--- src/rtl/i2s_ws_pkg.sv ---
// i2s_ws_pkg: frame-format and FSM state types shared by the word-select generator.
package i2s_ws_pkg;
  typedef enum logic [1:0] {I2S, LJ, DSP_SHORT, DSP_LONG} mode_e;
  typedef enum logic [1:0] {IDLE, SETUP, RUN} state_e;
endpackage

--- src/rtl/i2s_ws_gen_tdm_if.sv ---
// i2s_ws_gen_tdm_if: configuration inputs and frame-timing outputs of the word-select generator.
interface i2s_ws_gen_tdm_if #(
  parameter int BITS_W  = 5,
  parameter int SLOTS_W = 4,
  parameter int SETUP_W = 16
);
  logic               cfg_en_i;
  logic [1:0]         cfg_mode_i;
  logic [BITS_W-1:0]  cfg_num_bits_i;
  logic [SLOTS_W-1:0] cfg_num_slots_i;
  logic [SETUP_W-1:0] cfg_setup_i;
  logic               cfg_ws_pol_i;
  logic               ws_o;
  logic               frame_start_o;
  logic               slot_start_o;
  logic [SLOTS_W-1:0] slot_idx_o;
  logic [BITS_W-1:0]  bit_idx_o;
  logic               active_o;
  modport master (
    input  cfg_en_i, cfg_mode_i, cfg_num_bits_i, cfg_num_slots_i, cfg_setup_i, cfg_ws_pol_i,
    output ws_o, frame_start_o, slot_start_o, slot_idx_o, bit_idx_o, active_o
  );
  modport slave (
    output cfg_en_i, cfg_mode_i, cfg_num_bits_i, cfg_num_slots_i, cfg_setup_i, cfg_ws_pol_i,
    input  ws_o, frame_start_o, slot_start_o, slot_idx_o, bit_idx_o, active_o
  );
endinterface

--- src/rtl/i2s_frame_cnt.sv ---
// i2s_frame_cnt: bit/slot position counter with registered start strobes.
// Also exposes the next position and whether that next position ends the frame.
module i2s_frame_cnt #(
  parameter int BITS_W  = 5,
  parameter int SLOTS_W = 4
) (
  input  logic               sck_i,
  input  logic               rstn_i,
  input  logic               en_i,
  input  logic               clr_i,
  input  logic [BITS_W-1:0]  num_bits_i,
  input  logic [SLOTS_W-1:0] num_slots_i,
  output logic [BITS_W-1:0]  bit_idx_o,
  output logic [BITS_W-1:0]  bit_nxt_o,
  output logic [SLOTS_W-1:0] slot_idx_o,
  output logic [SLOTS_W-1:0] slot_nxt_o,
  output logic               frame_start_o,
  output logic               slot_start_o,
  output logic               last_o
);
  localparam int FW = BITS_W + SLOTS_W;
  logic [BITS_W-1:0]  bit_q, bit_d;
  logic [SLOTS_W-1:0] slot_q, slot_d;
  logic [FW-1:0]      pos_q, pos_d, pos_last;
  logic               frame_start_q, frame_start_d, slot_start_q, slot_start_d;
  logic               restart, bit_wrap, frame_wrap;
  // The last index B*S+B+S always fits in FW bits, whereas the length (B+1)*(S+1) may not.
  assign pos_last = FW'(num_bits_i) * FW'(num_slots_i) + FW'(num_bits_i) + FW'(num_slots_i);
  always_comb begin
    restart       = clr_i || !en_i;
    bit_wrap      = bit_q == num_bits_i;
    frame_wrap    = pos_q == pos_last;
    bit_d         = (restart || bit_wrap) ? '0 : bit_q + BITS_W'(1);
    slot_d        = (restart || (bit_wrap && slot_q == num_slots_i)) ? '0 : slot_q + SLOTS_W'(bit_wrap);
    pos_d         = (restart || frame_wrap) ? '0 : pos_q + FW'(1);
    slot_start_d  = en_i && (clr_i || bit_wrap);
    frame_start_d = en_i && (clr_i || frame_wrap);
  end
  always_ff @(posedge sck_i or negedge rstn_i)
    if (!rstn_i) begin
      bit_q         <= '0;
      slot_q        <= '0;
      pos_q         <= '0;
      frame_start_q <= 1'b0;
      slot_start_q  <= 1'b0;
    end else begin
      bit_q         <= bit_d;
      slot_q        <= slot_d;
      pos_q         <= pos_d;
      frame_start_q <= frame_start_d;
      slot_start_q  <= slot_start_d;
    end
  assign bit_idx_o     = bit_q;
  assign slot_idx_o    = slot_q;
  assign bit_nxt_o     = bit_d;
  assign slot_nxt_o    = slot_d;
  assign frame_start_o = frame_start_q;
  assign slot_start_o  = slot_start_q;
  assign last_o        = pos_d == pos_last;
endmodule

--- src/rtl/i2s_ws_gen_tdm.sv ---
// i2s_ws_gen_tdm: I2S / left-justified / DSP word-select and TDM slot timing generator.
// Every output is registered and describes the position entered on the same edge.
module i2s_ws_gen_tdm
  import i2s_ws_pkg::*;
#(
  parameter int BITS_W  = 5,
  parameter int SLOTS_W = 4,
  parameter int SETUP_W = 16
) (
  input logic                 sck_i,
  input logic                 rstn_i,
  i2s_ws_gen_tdm_if.master    bus
);
  state_e             state_q, state_d;
  mode_e              mode_q, mode_d;
  logic [BITS_W-1:0]  b_q, b_d, bit_nxt;
  logic [SLOTS_W-1:0] s_q, s_d, slot_nxt, slot_ahead;
  logic [SLOTS_W:0]   half;
  logic [SETUP_W-1:0] n_q, n_d, setup_q, setup_d;
  logic               pol_q, pol_d, ws_q, ws_d, active_q, active_d;
  logic               latch, raw_ws, last_nxt;
  // The *_d config values are the ones in force for the position being entered.
  always_comb begin
    latch    = state_q == IDLE && bus.cfg_en_i;
    mode_d   = latch ? mode_e'(bus.cfg_mode_i) : mode_q;
    b_d      = latch ? bus.cfg_num_bits_i : b_q;
    s_d      = latch ? bus.cfg_num_slots_i : s_q;
    n_d      = latch ? bus.cfg_setup_i : n_q;
    pol_d    = latch ? bus.cfg_ws_pol_i : pol_q;
    state_d  = !bus.cfg_en_i ? IDLE :
               state_q == IDLE ? (bus.cfg_setup_i != '0 ? SETUP : RUN) :
               state_q == SETUP ? (setup_q == n_q - SETUP_W'(1) ? RUN : SETUP) : RUN;
    setup_d  = state_q == SETUP ? setup_q + SETUP_W'(1) : '0;
    active_d = state_d == RUN;
  end
  // I2S leads left-justified by one bit, so it needs the slot one step beyond the next position.
  always_comb begin
    half       = ({1'b0, s_d} + (SLOTS_W + 1)'(1)) >> 1;
    slot_ahead = last_nxt ? '0 : slot_nxt + SLOTS_W'(bit_nxt == b_d);
    raw_ws     = mode_d == I2S ? {1'b0, slot_ahead} >= half :
                 mode_d == LJ ? {1'b0, slot_nxt} >= half :
                 mode_d == DSP_SHORT ? (slot_nxt == '0 && bit_nxt == '0) : slot_nxt == '0;
    ws_d       = state_d == RUN ? raw_ws ^ pol_d : state_d == SETUP ? pol_d : bus.cfg_ws_pol_i;
  end
  always_ff @(posedge sck_i or negedge rstn_i)
    if (!rstn_i) begin
      state_q  <= IDLE;
      mode_q   <= I2S;
      b_q      <= '0;
      s_q      <= '0;
      n_q      <= '0;
      pol_q    <= 1'b0;
      setup_q  <= '0;
      ws_q     <= 1'b0;
      active_q <= 1'b0;
    end else begin
      state_q  <= state_d;
      mode_q   <= mode_d;
      b_q      <= b_d;
      s_q      <= s_d;
      n_q      <= n_d;
      pol_q    <= pol_d;
      setup_q  <= setup_d;
      ws_q     <= ws_d;
      active_q <= active_d;
    end
  i2s_frame_cnt #(.BITS_W(BITS_W), .SLOTS_W(SLOTS_W)) u_cnt (
    .sck_i         (sck_i),
    .rstn_i        (rstn_i),
    .en_i          (state_d == RUN),
    .clr_i         (state_q != RUN),
    .num_bits_i    (b_d),
    .num_slots_i   (s_d),
    .bit_idx_o     (bus.bit_idx_o),
    .bit_nxt_o     (bit_nxt),
    .slot_idx_o    (bus.slot_idx_o),
    .slot_nxt_o    (slot_nxt),
    .frame_start_o (bus.frame_start_o),
    .slot_start_o  (bus.slot_start_o),
    .last_o        (last_nxt)
  );
  assign bus.ws_o     = ws_q;
  assign bus.active_o = active_q;
endmodule

--- src/flat_wrapper.sv ---
// flat-port wrapper written by rule: the top's interface ports become plain ports
module i2s_ws_gen_tdm_flat import i2s_ws_pkg::*;
#(
  parameter int BITS_W  = 5,
  parameter int SLOTS_W = 4,
  parameter int SETUP_W = 16
)
  (sck_i, rstn_i, bus_cfg_en_i, bus_cfg_mode_i, bus_cfg_num_bits_i, bus_cfg_num_slots_i, bus_cfg_setup_i, bus_cfg_ws_pol_i, bus_ws_o, bus_frame_start_o, bus_slot_start_o, bus_slot_idx_o, bus_bit_idx_o, bus_active_o);
  i2s_ws_gen_tdm_if #(.BITS_W(BITS_W), .SLOTS_W(SLOTS_W), .SETUP_W(SETUP_W)) bus_i ();
  input logic sck_i;
  input logic rstn_i;
  input wire logic [$bits(bus_i.cfg_en_i)-1:0] bus_cfg_en_i;
  input wire logic [$bits(bus_i.cfg_mode_i)-1:0] bus_cfg_mode_i;
  input wire logic [$bits(bus_i.cfg_num_bits_i)-1:0] bus_cfg_num_bits_i;
  input wire logic [$bits(bus_i.cfg_num_slots_i)-1:0] bus_cfg_num_slots_i;
  input wire logic [$bits(bus_i.cfg_setup_i)-1:0] bus_cfg_setup_i;
  input wire logic [$bits(bus_i.cfg_ws_pol_i)-1:0] bus_cfg_ws_pol_i;
  output wire logic [$bits(bus_i.ws_o)-1:0] bus_ws_o;
  output wire logic [$bits(bus_i.frame_start_o)-1:0] bus_frame_start_o;
  output wire logic [$bits(bus_i.slot_start_o)-1:0] bus_slot_start_o;
  output wire logic [$bits(bus_i.slot_idx_o)-1:0] bus_slot_idx_o;
  output wire logic [$bits(bus_i.bit_idx_o)-1:0] bus_bit_idx_o;
  output wire logic [$bits(bus_i.active_o)-1:0] bus_active_o;
  assign bus_i.cfg_en_i = bus_cfg_en_i;
  assign bus_i.cfg_mode_i = bus_cfg_mode_i;
  assign bus_i.cfg_num_bits_i = bus_cfg_num_bits_i;
  assign bus_i.cfg_num_slots_i = bus_cfg_num_slots_i;
  assign bus_i.cfg_setup_i = bus_cfg_setup_i;
  assign bus_i.cfg_ws_pol_i = bus_cfg_ws_pol_i;
  assign bus_ws_o = bus_i.ws_o;
  assign bus_frame_start_o = bus_i.frame_start_o;
  assign bus_slot_start_o = bus_i.slot_start_o;
  assign bus_slot_idx_o = bus_i.slot_idx_o;
  assign bus_bit_idx_o = bus_i.bit_idx_o;
  assign bus_active_o = bus_i.active_o;
  i2s_ws_gen_tdm #(.BITS_W(BITS_W), .SLOTS_W(SLOTS_W), .SETUP_W(SETUP_W)) u_core (.sck_i(sck_i), .rstn_i(rstn_i), .bus(bus_i));
endmodule
--- config.mk ---
export PLATFORM = sky130hd
export DESIGN_NAME = i2s_ws_gen_tdm_flat
export DESIGN_NICKNAME = d
export VERILOG_FILES = /design/src/rtl/i2s_ws_pkg.sv /design/src/rtl/i2s_ws_gen_tdm_if.sv /design/src/rtl/i2s_frame_cnt.sv /design/src/rtl/i2s_ws_gen_tdm.sv /design/src/flat_wrapper.sv
export SDC_FILE = /design/constraint.sdc
export NUM_CORES = 1
export LEC_CHECK = 0
export ABC_AREA = 1
export ABC_CLOCK_PERIOD_IN_PS = 11250
export BUFFER_PORTS_ARGS = -buffer_cell sky130_fd_sc_hd__clkbuf_2
export CORE_MARGIN = 10
export CORE_UTILIZATION = 55
export DETAILED_ROUTE_END_ITERATION = 7
export PLACE_DENSITY_LB_ADDON = 0.05
export SLEW_MARGIN = 30
export SYNTH_ARGS = -nofsm -noshare
export SYNTH_HDL_FRONTEND = slang
export SYNTH_SLANG_ARGS = --single-unit
--- constraint.sdc ---
create_clock -name sck_i -period 11.25 [get_ports sck_i]
set_input_delay 2.25 -clock sck_i [delete_from_list [all_inputs] [get_ports sck_i]]
set_output_delay 2.25 -clock sck_i [all_outputs]
set_load 0.005 [all_outputs]
# After elaboration in Yosys (flattened, before gate mapping)

Index checks and enable logic that the tools add are counted.

Logic and storage cells: 75
Output and inout port bits: 13
Register bits after elaboration: 68

Reductions and logical operators: 17
Multiplexer cells: 19
Order comparisons: 2
Add/subtract/negate cells: 9
Equal/unequal tests: 12
$mul: 1
Bitwise logic cells: 1

Operators by type and width:

| operator                | count |
|---|---|
| $eq A9 B9 Y1            | 2 |
| $add A16 B1 Y16 const B | 1 |
| $eq A16 B16 Y1          | 1 |
| $mux W16                | 1 |
| $reduce_bool A16 Y1     | 1 |
| $sub A16 B1 Y16 const B | 1 |
| $mux W2                 | 6 |
| $mux W4                 | 3 |
| $eq A5 B5 Y1            | 2 |
| $mux W5                 | 2 |
| $add A9 B1 Y9 const B   | 1 |
| $add A9 B4 Y9           | 1 |
| $add A9 B5 Y9           | 1 |
| $mul A5 B4 Y9           | 1 |
| $mux W9                 | 1 |
| $add A4 B1 Y4           | 2 |
| $ge A4 B4 Y1            | 2 |
| $eq A2 B1 Y1 const B    | 3 |
| $logic_or A1 B1 Y1      | 6 |
| $mux W1                 | 6 |
| $add A4 B1 Y5 const B   | 1 |
| $add A5 B1 Y5 const B   | 1 |
| $logic_and A1 B1 Y1     | 5 |
| $logic_not A5 Y1        | 1 |
| other kinds (7)         | 9 |

# Longest topological paths before layout

Gate-level depths: netlist of run 1.

Word-level depth: 18
Depth in mapped cells: 42
Gate-level depth less buffers: 41

# Hierarchy

From an unflattened synthesis of run 1, not the netlist that was laid out.

Cells, all modules: 713
Area, all modules: 5437.7 µm²

By module, submodules not included:

| module         | instances | cells each | area an instance (µm²) |
|---|---|---|---|
| i2s_ws_gen_tdm | 1         | 397        | 3193.1 |
| i2s_frame_cnt  | 1         | 316        | 2244.7 |

# Least setup slack after synthesis of run 1

OpenSTA, ideal clock, no wires.

Path kind: input -> register
Start: input port bus_cfg_en_i
End: register u_core.ws_q, in the netlist u_core.bus.ws_o
Stages: 34
Setup slack: 3.771 ns
Buffers on the path: 2
Data arrival time: 7.361 ns
Required time: 11.133 ns
Path through: nand2_8 -> buf_6 -> nand2_1 -> nand2_2 -> inv_1 -> nand2_1 -> fa_1 -> fa_1 -> fa_1 -> inv_1 -> fa_1 -> xnor2_1 -> xor2_1 -> nor2_1 -> nand3_2 -> nor2_2 -> nand2_4 -> buf_6 -> nand4_1 -> nand2_1 -> nor2_1 -> nand2_1 -> nor2_2 -> nor2_1 -> ha_1 -> a21boi_0 -> o21a_1 -> o21a_1 -> o21ai_0 -> nand3_1 -> nand2_1 -> nand2_1 -> nand3_1 -> nand2_1

Cells in the longest elaborated chain, start to end: 14
Elaborated cells between the ends (all ways): 43
Those cells by class: add/sub (5); mul (1); order compare (2); eq/ne (9); mux (14); bitwise (1); reduce/logical (11)

Ends and longest elaborated chain:

| what                    | line                 | text |
|---|---|---|
| start: declaration      | flat_wrapper.sv:12   | `input wire logic [$bits(bus_i.cfg_en_i)-1:0] bus_cfg_en_i;` |
| $logic_and A1 B1 Y1 (*) | i2s_ws_gen_tdm.sv:24 | `latch = state_q == IDLE && bus.cfg_en_i;` |
| $mux W4 (*)             | i2s_ws_gen_tdm.sv:27 | `s_d = latch ? bus.cfg_num_slots_i : s_q;` |
| via u_core.s_d[3]       | i2s_ws_gen_tdm.sv:17 | `logic [SLOTS_W-1:0] s_q, s_d, slot_nxt, slot_ahead;` |
| $mul A5 B4 Y9           | i2s_frame_cnt.sv:28  | `assign pos_last = FW'(num_bits_i) * FW'(num_slots_i) + FW'(num_bits_i) + FW'(num_slots_i);` |
| $add A9 B5 Y9           | i2s_frame_cnt.sv:28  |  |
| $add A9 B4 Y9           | i2s_frame_cnt.sv:28  |  |
| $eq A9 B9 Y1            | i2s_frame_cnt.sv:32  | `frame_wrap = pos_q == pos_last;` |
| $logic_or A1 B1 Y1      | i2s_frame_cnt.sv:35  | `pos_d = (restart \|\| frame_wrap) ? '0 : pos_q + FW'(1);` |
| $mux W9                 | i2s_frame_cnt.sv:35  |  |
| $eq A9 B9 Y1            | i2s_frame_cnt.sv:59  | `assign last_o = pos_d == pos_last;` |
| $mux W4                 | i2s_ws_gen_tdm.sv:39 | `slot_ahead = last_nxt ? '0 : slot_nxt + SLOTS_W'(bit_nxt == b_d);` |
| $ge A4 B4 Y1            | i2s_ws_gen_tdm.sv:40 | `raw_ws = mode_d == I2S ? {1'b0, slot_ahead} >= half :` |
| $mux W1 (*)             | i2s_ws_gen_tdm.sv:40 |  |
| $xor A1 B1 Y1 (*)       | i2s_ws_gen_tdm.sv:43 | `ws_d = state_d == RUN ? raw_ws ^ pol_d : state_d == SETUP ? pol_d : bus.cfg_ws_pol_i;` |
| $mux W1 (*)             | i2s_ws_gen_tdm.sv:43 |  |
| via u_core.ws_d         | i2s_ws_gen_tdm.sv:20 | `logic pol_q, pol_d, ws_q, ws_d, active_q, active_d;` |
| end signal: assignment  | i2s_ws_gen_tdm.sv:64 | `ws_q <= ws_d;` |
| end: declaration        | i2s_ws_gen_tdm.sv:20 |  |

Mark *: on every way through the listed nets, which the timed path passes. The rest lies on a longest branch.
A chain may end at the register's enable or synchronous reset.

# Worst setup path in the final report of run 1

Same ends and word-level chain as after synthesis.

==> metrics, run 1 <==
CP max stage cell=fa_1; final wirelength=12700 um; leakage power=3.05 nW; TritonCTS buffer count=9; final setup fails=0; total grt overflow=0; via count=4625; setup TNS=0 ns; data arrival time of the critical path=8.51 ns; placed wire-length estimate=10200 um; Fill cells=864; FF-to-FF End=u_core.bus.ws_o; Initial Util=0.569; Top Ports=44; FF-to-FF path depth=36; Synth area leader=dfrtp_1; Avg WL per Cell=14.2 um; initial DRC count=349; die area=13900 um^2; Worst-Skew Late Latency=0.35 ns; unrepaired setup endpoints after global routing=false; DR DRC count=0; Avg Synthesized Cell Area=7.41 um^2; vias in the first global route=4588; global-route wire length before repair=21500 um; crit-path max FO=29; main area contributors after synthesis=dfrtp_1 (32%), nand2_1 (13%), inv_1 (7.9%), ha_1 (7.3%), nand3_1 (5.6%); Post-Syn Area=5280 um^2; Critical Path Max Stage Delay=0.54 ns; fin crit period=8.27 ns; CP Capture Type=register; Worst-path clk slew=0.08 ns; clk sink count=68; met1 wire length=5560 um; n_diodes=0; Syn Nets=788; met2 WL=6570 um; Max-Cap Viols=0; antenna violations before repair=0; Max Freq=121 MHz; post-synth top area share=0.322; number of warnings issued by yosys=0; Site Rows=35; type of origin of the critical path=primary input; vias per inst=5.18; Port Buffer Count=43; Power Density=234 nW/um^2; die extent in x=118 um; antenna violation net count after detailed routing=0; hold endpoint=u_core.setup_q[0]; Area growth syn-to-layout=9.84%; Final #Nets=835; Post-CTS Setup Inserts=0; total core area=9280 um^2; Hold Path Depth=1; clk root buf=clkbuf_8; Sequential cell area=1700 um^2; HP Class=register to register; commonest non-fill, non-tap cell in the layout=nand2_1; multi-input logic area=3070 um^2; die span in y=118 um; FF-to-FF setup slack=4.36 ns; crit path kind=primary input to register; Total GRT Usage=0.185; run status=finished clean; post-synthesis sequential area ratio=0.322; layout cells sized above 1=0.122; htree depth=3; Max VDD drop=0.000299 V; Placer Congestion=0.892; Pre-antenna DRT Iters=5; worst reg2reg path startpoint=u_core.state_q[1]; max layer used=met4; crit-path most repeated cell=nand2_1; Hold Path Origin=u_core.setup_q[0]; clock buffer depth=2; count of final hold-check violations=0; Routed met3 length=348 um; library cells used by synthesis=43; WP data required=11.49 ns; skew final=0.0173 ns; WHS=0.507 ns; CTS tree=done; Mapped Cells=712; FF+latch count, synth=68; Slew headroom=0.525; Worst Tran Pin Value=0.710 ns; Period Utilization, post-route=0.735; largest net degree at the start of global routing=69; hold-fix buffers at CTS=0; # resized after CTS=0; commonest cells after routing, fill and taps aside=nand2_1 (180), inv_1 (111), dfrtp_1 (68), nor2_1 (66), nand3_1 (59); final slew viol count=0
[worst max path at each step]
stage                     cells past startpoint         endpoint    startpoint  slack (ns)
final                                        36  u_core.bus.ws_o  bus_cfg_en_i        2.98
after CTS                                    36  u_core.bus.ws_o  bus_cfg_en_i        2.99
after detailed placement                     36  u_core.bus.ws_o  bus_cfg_en_i        2.63
after global placement                       36  u_core.bus.ws_o  bus_cfg_en_i        2.81
after floorplan                              34  u_core.bus.ws_o  bus_cfg_en_i        3.77
after global routing                         36  u_core.bus.ws_o  bus_cfg_en_i        2.42
[final cells by class]
class	count	share of cell area
Inverter	120	0.0777
Timing Repair Buffer	44	0.0391
Multi-Input combinational cell	516	0.530
Sequential cell	68	0.293
Tap cell	129	0.0278
Clock buffer	12	0.0233
Clock inverter	4	0.00863
[cell families after synthesis]
family,after synthesis,synth area share
DFF,68,0.322
adders and majority gates,45,0.127
buffers and inverters,128,0.0955
AOI/OAI and AO/OA,55,0.0626
xor gates and xnor gates,41,0.0680
and+or+nand+nor,375,0.325
[sequential cells by signal (all words and copies together), names as in the netlist]
register and count:
u_core.n_q 16, u_core.mode_q 2, u_core.u_cnt.slot_idx_o 4, u_core.u_cnt.bit_idx_o 5
u_core.s_q 4, u_core.b_q 5, u_core.pol_q 1, u_core.state_q 2
u_core.bus.active_o 1, u_core.u_cnt.pos_q 9, u_core.bus.ws_o 1, u_core.setup_q 16
u_core.u_cnt.slot_start_o 1, u_core.u_cnt.frame_start_o 1
[cells in the mapped netlist, drive strengths merged]
cell type  count
xnor2         14
o21ai         25
a21boi         2
nor4           6
o21a           4
xor2          27
ha            31
nand3b         7
and2           1
inv          117
o41ai          1
o211ai         1
nand2        192
nor2          76
o21bai         2
o2111ai        1
dfrtp         68
nand4         14
a31oi          3
or2            4
nor3b          3
buf            5
o311ai         1
clkinv         3
o22ai          2
fa            14
nor3          11
clkbuf         3
a21oi         13
nand3         61
[critical path: cells and delay by family]
kind	cells	cell delay (ns)
simple gates	21	2.22
fa+ha+maj	5	2.22
buf+inv	4	0.80
compound gates	4	0.61
xor+xnor	2	0.41
[metrics by stage]
step | cells | area [um^2] | util | total power (W) | setup WS (ns)
2_1_floorplan | 712 | 5280 | - | 0.000985 | 3.77
3_3_place_gp | 877 | 5610 | 0.604 | 0.00114 | 2.81
3_5_place_dp | 877 | 5610 | 0.604 | 0.00116 | 2.63
4_1_cts | 893 | 5790 | 0.624 | 0.00136 | 2.99
5_1_grt | 893 | 5800 | 0.625 | 0.00151 | 2.42
6_report | 893 | 5800 | 0.625 | 0.00136 | 2.98
[layer usage]
metal / up-vias / global-route usage
met5: - / 0
met4: 0 / 0.0510
met3: 20 / 0.0302
met2: 72 / 0.337
met1: 2188 / 0.218
li1: 2345 / -
[report_power, final]
part | internal (W) | total, W | switching (W)
Sequential | 0.000274 | 0.000297 | 0.0000231
Combinational | 0.000331 | 0.000861 | 0.000530
Clock | 0.000102 | 0.000200 | 0.0000975
Note: power is estimated with default switching activity, not from simulation.
==> inputs of run 2 (changes only) <==
--- a/config.mk
+++ b/config.mk
@@ -6,7 +6,7 @@
 export NUM_CORES = 1
 export LEC_CHECK = 0
 export ABC_AREA = 1
-export ABC_CLOCK_PERIOD_IN_PS = 11250
+export ABC_CLOCK_PERIOD_IN_PS = 8200
 export BUFFER_PORTS_ARGS = -buffer_cell sky130_fd_sc_hd__clkbuf_2
 export CORE_MARGIN = 10
 export CORE_UTILIZATION = 55
==> constraint.sdc (replaced) <==
create_clock -name sck_i -period 8.2 [get_ports sck_i]
set_input_delay 1.64 -clock sck_i [delete_from_list [all_inputs] [get_ports sck_i]]
set_output_delay 1.64 -clock sck_i [all_outputs]
set_load 0.005 [all_outputs]
==> run 2 against run 1 <==
Against the previous run:
- total power is 39% higher
- wire length is 1.5% higher
- hold slack better by 0.0046 ns
- count of clock-buffer cells in the layout is 2 lower
- largest cell class unchanged
==> metrics, run 2 (synthesis gave the netlist of run 1 again) <==
run status=finished clean; worst setup margin=0.783 ns; fin crit period=7.42 ns; count of final hold-check violations=0; Total GRT Usage=0.192; crit-path most repeated cell=nand2_1; CP max stage cell=fa_1; unrepaired setup endpoints after global routing=false; via count=4691; # resized after CTS=0; leakage power=3.07 nW; CP Capture Type=register; WP data required=8.44 ns; WHS=0.512 ns; Post-CTS Setup Inserts=0; Worst-Skew Late Latency=0.35 ns; die span in y=118 um; clk sink count=68; Final #Nets=836; max layer used=met4; global-route wire length before repair=22600 um; die area=13900 um^2; met2 WL=6620 um; antenna violation net count after detailed routing=0; skew final=0.0115 ns; Power Density=324 nW/um^2; Worst-path clk slew=0.08 ns; met1 wire length=5570 um; Pre-antenna DRT Iters=5; Comb pwr share=0.621; Max VDD drop=0.000356 V; Top Ports=44; Slew headroom=0.494; layout cells sized above 1=0.125; vias per inst=5.25; clock power share=0.163; initial DRC count=346; Critical Path Max Stage Delay=0.54 ns; Avg WL per Cell=14.4 um; TritonCTS buffer count=9; placed cell count=878; total grt overflow=0; Worst Tran Pin Value=0.756 ns; HP Class=register to register; die extent in x=118 um; power share of the sequential group=0.216; Max Freq=135 MHz; Internal=0.00100 W; clk root buf=clkbuf_8; hold-fix buffers at CTS=0; htree depth=3; Fill cells=888; Initial Util=0.569; commonest non-fill, non-tap cell in the layout=nand2_1; Net Sw Frac=0.470; Routed met3 length=505 um; final setup fails=0; biggest regs=u_core.n_q: 16 flops, u_core.setup_q: 16 flops, u_core.u_cnt.pos_q: 9 flops; final wirelength=12900 um; largest net degree at the start of global routing=69; Max-Cap Viols=0; clock buffer depth=2; Area growth syn-to-layout=10.6%; Port Buffer Count=43; crit-path max FO=26; total core area=9280 um^2; Final Instance Count excl. Fillers=894; CTS tree=done; Placer Congestion=0.878; final slew viol count=0; antenna violations before repair=0; type of origin of the critical path=primary input; vias in the first global route=4724; n_diodes=0; data arrival time of the critical path=7.66 ns; fin util=0.629; Period Utilization, post-route=0.904; commonest cells after routing, fill and taps aside=nand2_1 (180), inv_1 (111), dfrtp_1 (68), nor2_1 (66), nand3_1 (59); placed wire-length estimate=10200 um; crit path kind=primary input to register; setup TNS=0 ns; DR DRC count=0; P_sw=0.000888 W; Site Rows=35; DP Worst Slack=0.446 ns
run 2: cell types whose count changed in the layout (fill, tap and decap cells not counted), sizes merged:
cell and delta:
bufinv +1, clkinv +1, buf +1, clkbuf -2
run 2: metal layers:
metal | vias up | GRT usage
li1 | 2353 | -
met1 | 2225 | 0.236
met2 | 99 | 0.337
met3 | 14 | 0.0293
met4 | 0 | 0.0572
met5 | - | 0
run 2: area by class of cell:
cell class	instances	area, um^2	share of cell area
repair buffers	45	234	0.0401
clock buffers	10	128	0.0219
well taps	129	161	0.0277
flip-flops and latches	68	1700	0.292
multi-input cells	516	3070	0.526
clock inverters	6	88.8	0.0152
inverters	120	450	0.0772
run 2: final timing paths:
check / slack, ns / start / to / cells past startpoint
max: 0.78 / bus_cfg_en_i / u_core.bus.ws_o / 36
min: 0.51 / u_core.setup_q[0] / u_core.setup_q[0] / 1
max reg2reg: 1.59 / u_core.state_q[1] / u_core.bus.ws_o / 35
min reg2reg: 0.51 / u_core.setup_q[0] / u_core.setup_q[0] / 1
max in group asynchronous: 6.34 / rstn_i / u_core.u_cnt.bit_idx_o[3] / 2
min in group asynchronous: 1.40 / rstn_i / u_core.setup_q[6] / 2
run 2: through the flow:
| step | power (W) | area, um^2 |
|---|---|---|
| after global placement | 0.00157 | 5620 |
| final | 0.00189 | 5840 |
| after detailed placement | 0.00159 | 5620 |
| after floorplan | 0.00135 | 5280 |
| after CTS | 0.00191 | 5830 |
| after global routing | 0.00212 | 5840 |
run 2: worst max-delay path, delay by kind of cell:
family	cells	cell delay (ns)
adder cells (fa/ha/maj)	5	2.36
AO/OA/AOI/OAI	4	0.60
XOR/XNOR	2	0.39
buffers and inverters	4	0.50
AND/OR/NAND/NOR	21	2.16
run 2: power groups by stage:
stage	combinational [W]	clock, W	sequential [W]
finish	0.00117	0.000308	0.000408
floorplan	0.000945	0	0.000406
CTS	0.00118	0.000316	0.000407
global placement	0.00116	0	0.000413
global route	0.00137	0.000331	0.000414
detailed placement	0.00118	0	0.000414
==> inputs of run 3 (changes only) <==
--- a/config.mk
+++ b/config.mk
@@ -8,6 +8,7 @@
 export ABC_AREA = 1
 export ABC_CLOCK_PERIOD_IN_PS = 8200
 export BUFFER_PORTS_ARGS = -buffer_cell sky130_fd_sc_hd__clkbuf_2
+export CORE_ASPECT_RATIO = 0.75
 export CORE_MARGIN = 10
 export CORE_UTILIZATION = 55
 export DETAILED_ROUTE_END_ITERATION = 7
==> run 3 against run 2 <==
Against the previous run:
- via count rose by 0.87%
- total power rose by 6.6%
- fmax rose by 0.46%
- final area rose by 2.1%
- first-iteration DRC count rose by 3.8%
- critical path type unchanged
- count of clock-buffer cells in the layout rose by 1
- largest power group unchanged
- highest routed layer unchanged
==> metrics, run 3 (synthesis gave the netlist of run 1 again) <==
run status=finished clean; met2 Resource Use GR=0.267; crit-path max FO=26; placed cell count=878; total core area=9200 um^2; Power Density=338 nW/um^2; placed wire-length estimate=10400 um; vias per inst=5.29; FF-to-FF setup slack=1.68 ns; Pre-antenna DRT Iters=7; CTS tree=done; # resized after CTS=0; grt met3 use=0.0469; met1 usage=0.284; leakage power=3.14 nW; CP Capture Type=register; skew final=0.00575 ns; Site Rows=30; clk sink count=68; via count=4732; Final #Nets=838; type of origin of the critical path=primary input; final wirelength=13300 um; hold-fix buffers at CTS=0; die span in y=105 um; Critical Path Max Stage Delay=0.54 ns; Post-CTS Setup Inserts=0; final slew viol count=0; Initial Util=0.574; FF-to-FF path depth=35; worst setup path startpoint=bus_cfg_en_i; setup TNS=0 ns; n_diodes=0; Worst-Skew Late Latency=0.34 ns; die area=14000 um^2; clk root buf=clkbuf_16; largest net degree at the start of global routing=69; commonest non-fill, non-tap cell in the layout=nand2_1; placed inst area=5620 um^2; clock buffer depth=2; Total GRT Usage=0.190; crit-path most repeated cell=nand2_1; Final Cell Area=5960 um^2; initial DRC count=359; worst setup path end=u_core.bus.ws_o; global-route wire length before repair=21900 um; WP data required=8.43 ns; TritonCTS buffer count=9; antenna violation net count after detailed routing=0; Port Buffer Count=43; count of final hold-check violations=0; antenna violations before repair=0; Period Utilization, post-route=0.900; crit path kind=primary input to register; DR DRC count=0; Placer Congestion=0.912; vias in the first global route=4398; Final Instance Count excl. Fillers=895; Worst Tran Pin Value=0.788 ns; CP max stage cell=fa_1; fin crit period=7.38 ns; Top Ports=44; final setup fails=0; commonest cells after routing, fill and taps aside=nand2_1 (180), inv_1 (111), dfrtp_1 (68), nor2_1 (66), nand3_1 (59); fin util=0.648; Slew headroom=0.470; HP Class=register to register; Avg WL per Cell=14.9 um; FF-to-FF End=u_core.bus.ws_o; Max-Cap Viols=0; biggest regs=u_core.n_q: 16 flops, u_core.setup_q: 16 flops, u_core.u_cnt.pos_q: 9 flops; Worst-path clk slew=0.06 ns; worst reg2reg path startpoint=u_core.state_q[1]; GR peak layer=met1; Area growth syn-to-layout=12.9%; die extent in x=133 um; Max Freq=135 MHz; total grt overflow=0; unrepaired setup endpoints after global routing=false; htree depth=3; layout cells sized above 1=0.129; Max VDD drop=0.000165 V; data arrival time of the critical path=7.62 ns
==> run 3: cell count changes in the layout (fill, tap and decap cells not counted) <==
cell,previous run,this run
clkbuf_16,0,9
clkbuf_8,9,2
buf_4,1,3
clkinvlp_4,2,0
inv_6,0,2
buf_16,0,1
buf_6,1,0
bufinv_16,2,1
clkbuf_1,1,0
clkinv_2,1,2
clkinv_4,1,0
==> run 3: worst min path at each step <==
stage,startpoint,slack (ns),depth (start not counted),to
global route,u_core.u_cnt.pos_q[0],0.56,1,u_core.u_cnt.pos_q[0]
detailed placement,u_core.u_cnt.pos_q[0],0.52,1,u_core.u_cnt.pos_q[0]
global placement,u_core.setup_q[0],0.50,1,u_core.setup_q[0]
floorplan,u_core.u_cnt.pos_q[0],0.46,1,u_core.u_cnt.pos_q[0]
finish,u_core.setup_q[0],0.53,1,u_core.setup_q[0]
CTS,u_core.setup_q[0],0.53,1,u_core.setup_q[0]
==> run 3: critical path, delay by kind of cell <==
family | cells | cell delay (ns)
adders and majority gates | 5 | 2.32
and+or+nand+nor | 21 | 2.13
buffers and inverters | 4 | 0.54
AOI/OAI and AO/OA | 4 | 0.58
xor gates and xnor gates | 2 | 0.40
==> run 3: per-stage QoR <==
step | total power [W] | hold slack [ns] | setup WS [ns]
2_1_floorplan | 0.00135 | 0.464 | 1.33
3_3_place_gp | 0.00157 | 0.495 | 0.708
3_5_place_dp | 0.00160 | 0.517 | 0.520
4_1_cts | 0.00202 | 0.530 | 0.846
5_1_grt | 0.00221 | 0.555 | 0.357
6_report | 0.00202 | 0.528 | 0.817
==> run 3: power by group <==
part	switching (W)	internal [W]
logic	0.000737	0.000458
clock network	0.000156	0.000253
registers	0.0000354	0.000377
==> run 3: layout make-up <==
cell class	instances	area, um^2
clock buffer	11	253
clock inverter	5	57.6
fill	850	3240
inverter	120	450
multi-input combinational	516	3070
sequential	68	1700
tap	128	160
timing repair buffer	47	265
==> run 3: per-layer routing <==
layer | routed length [um] | vias to the layer above | share of wire
met5 | 0 | - | 0
met2 | 5430 | 144 | 0.41
met1 | 6780 | 2203 | 0.51
li1 | - | 2362 | -
met3 | 912 | 23 | 0.069
met4 | 180 | 0 | 0.014
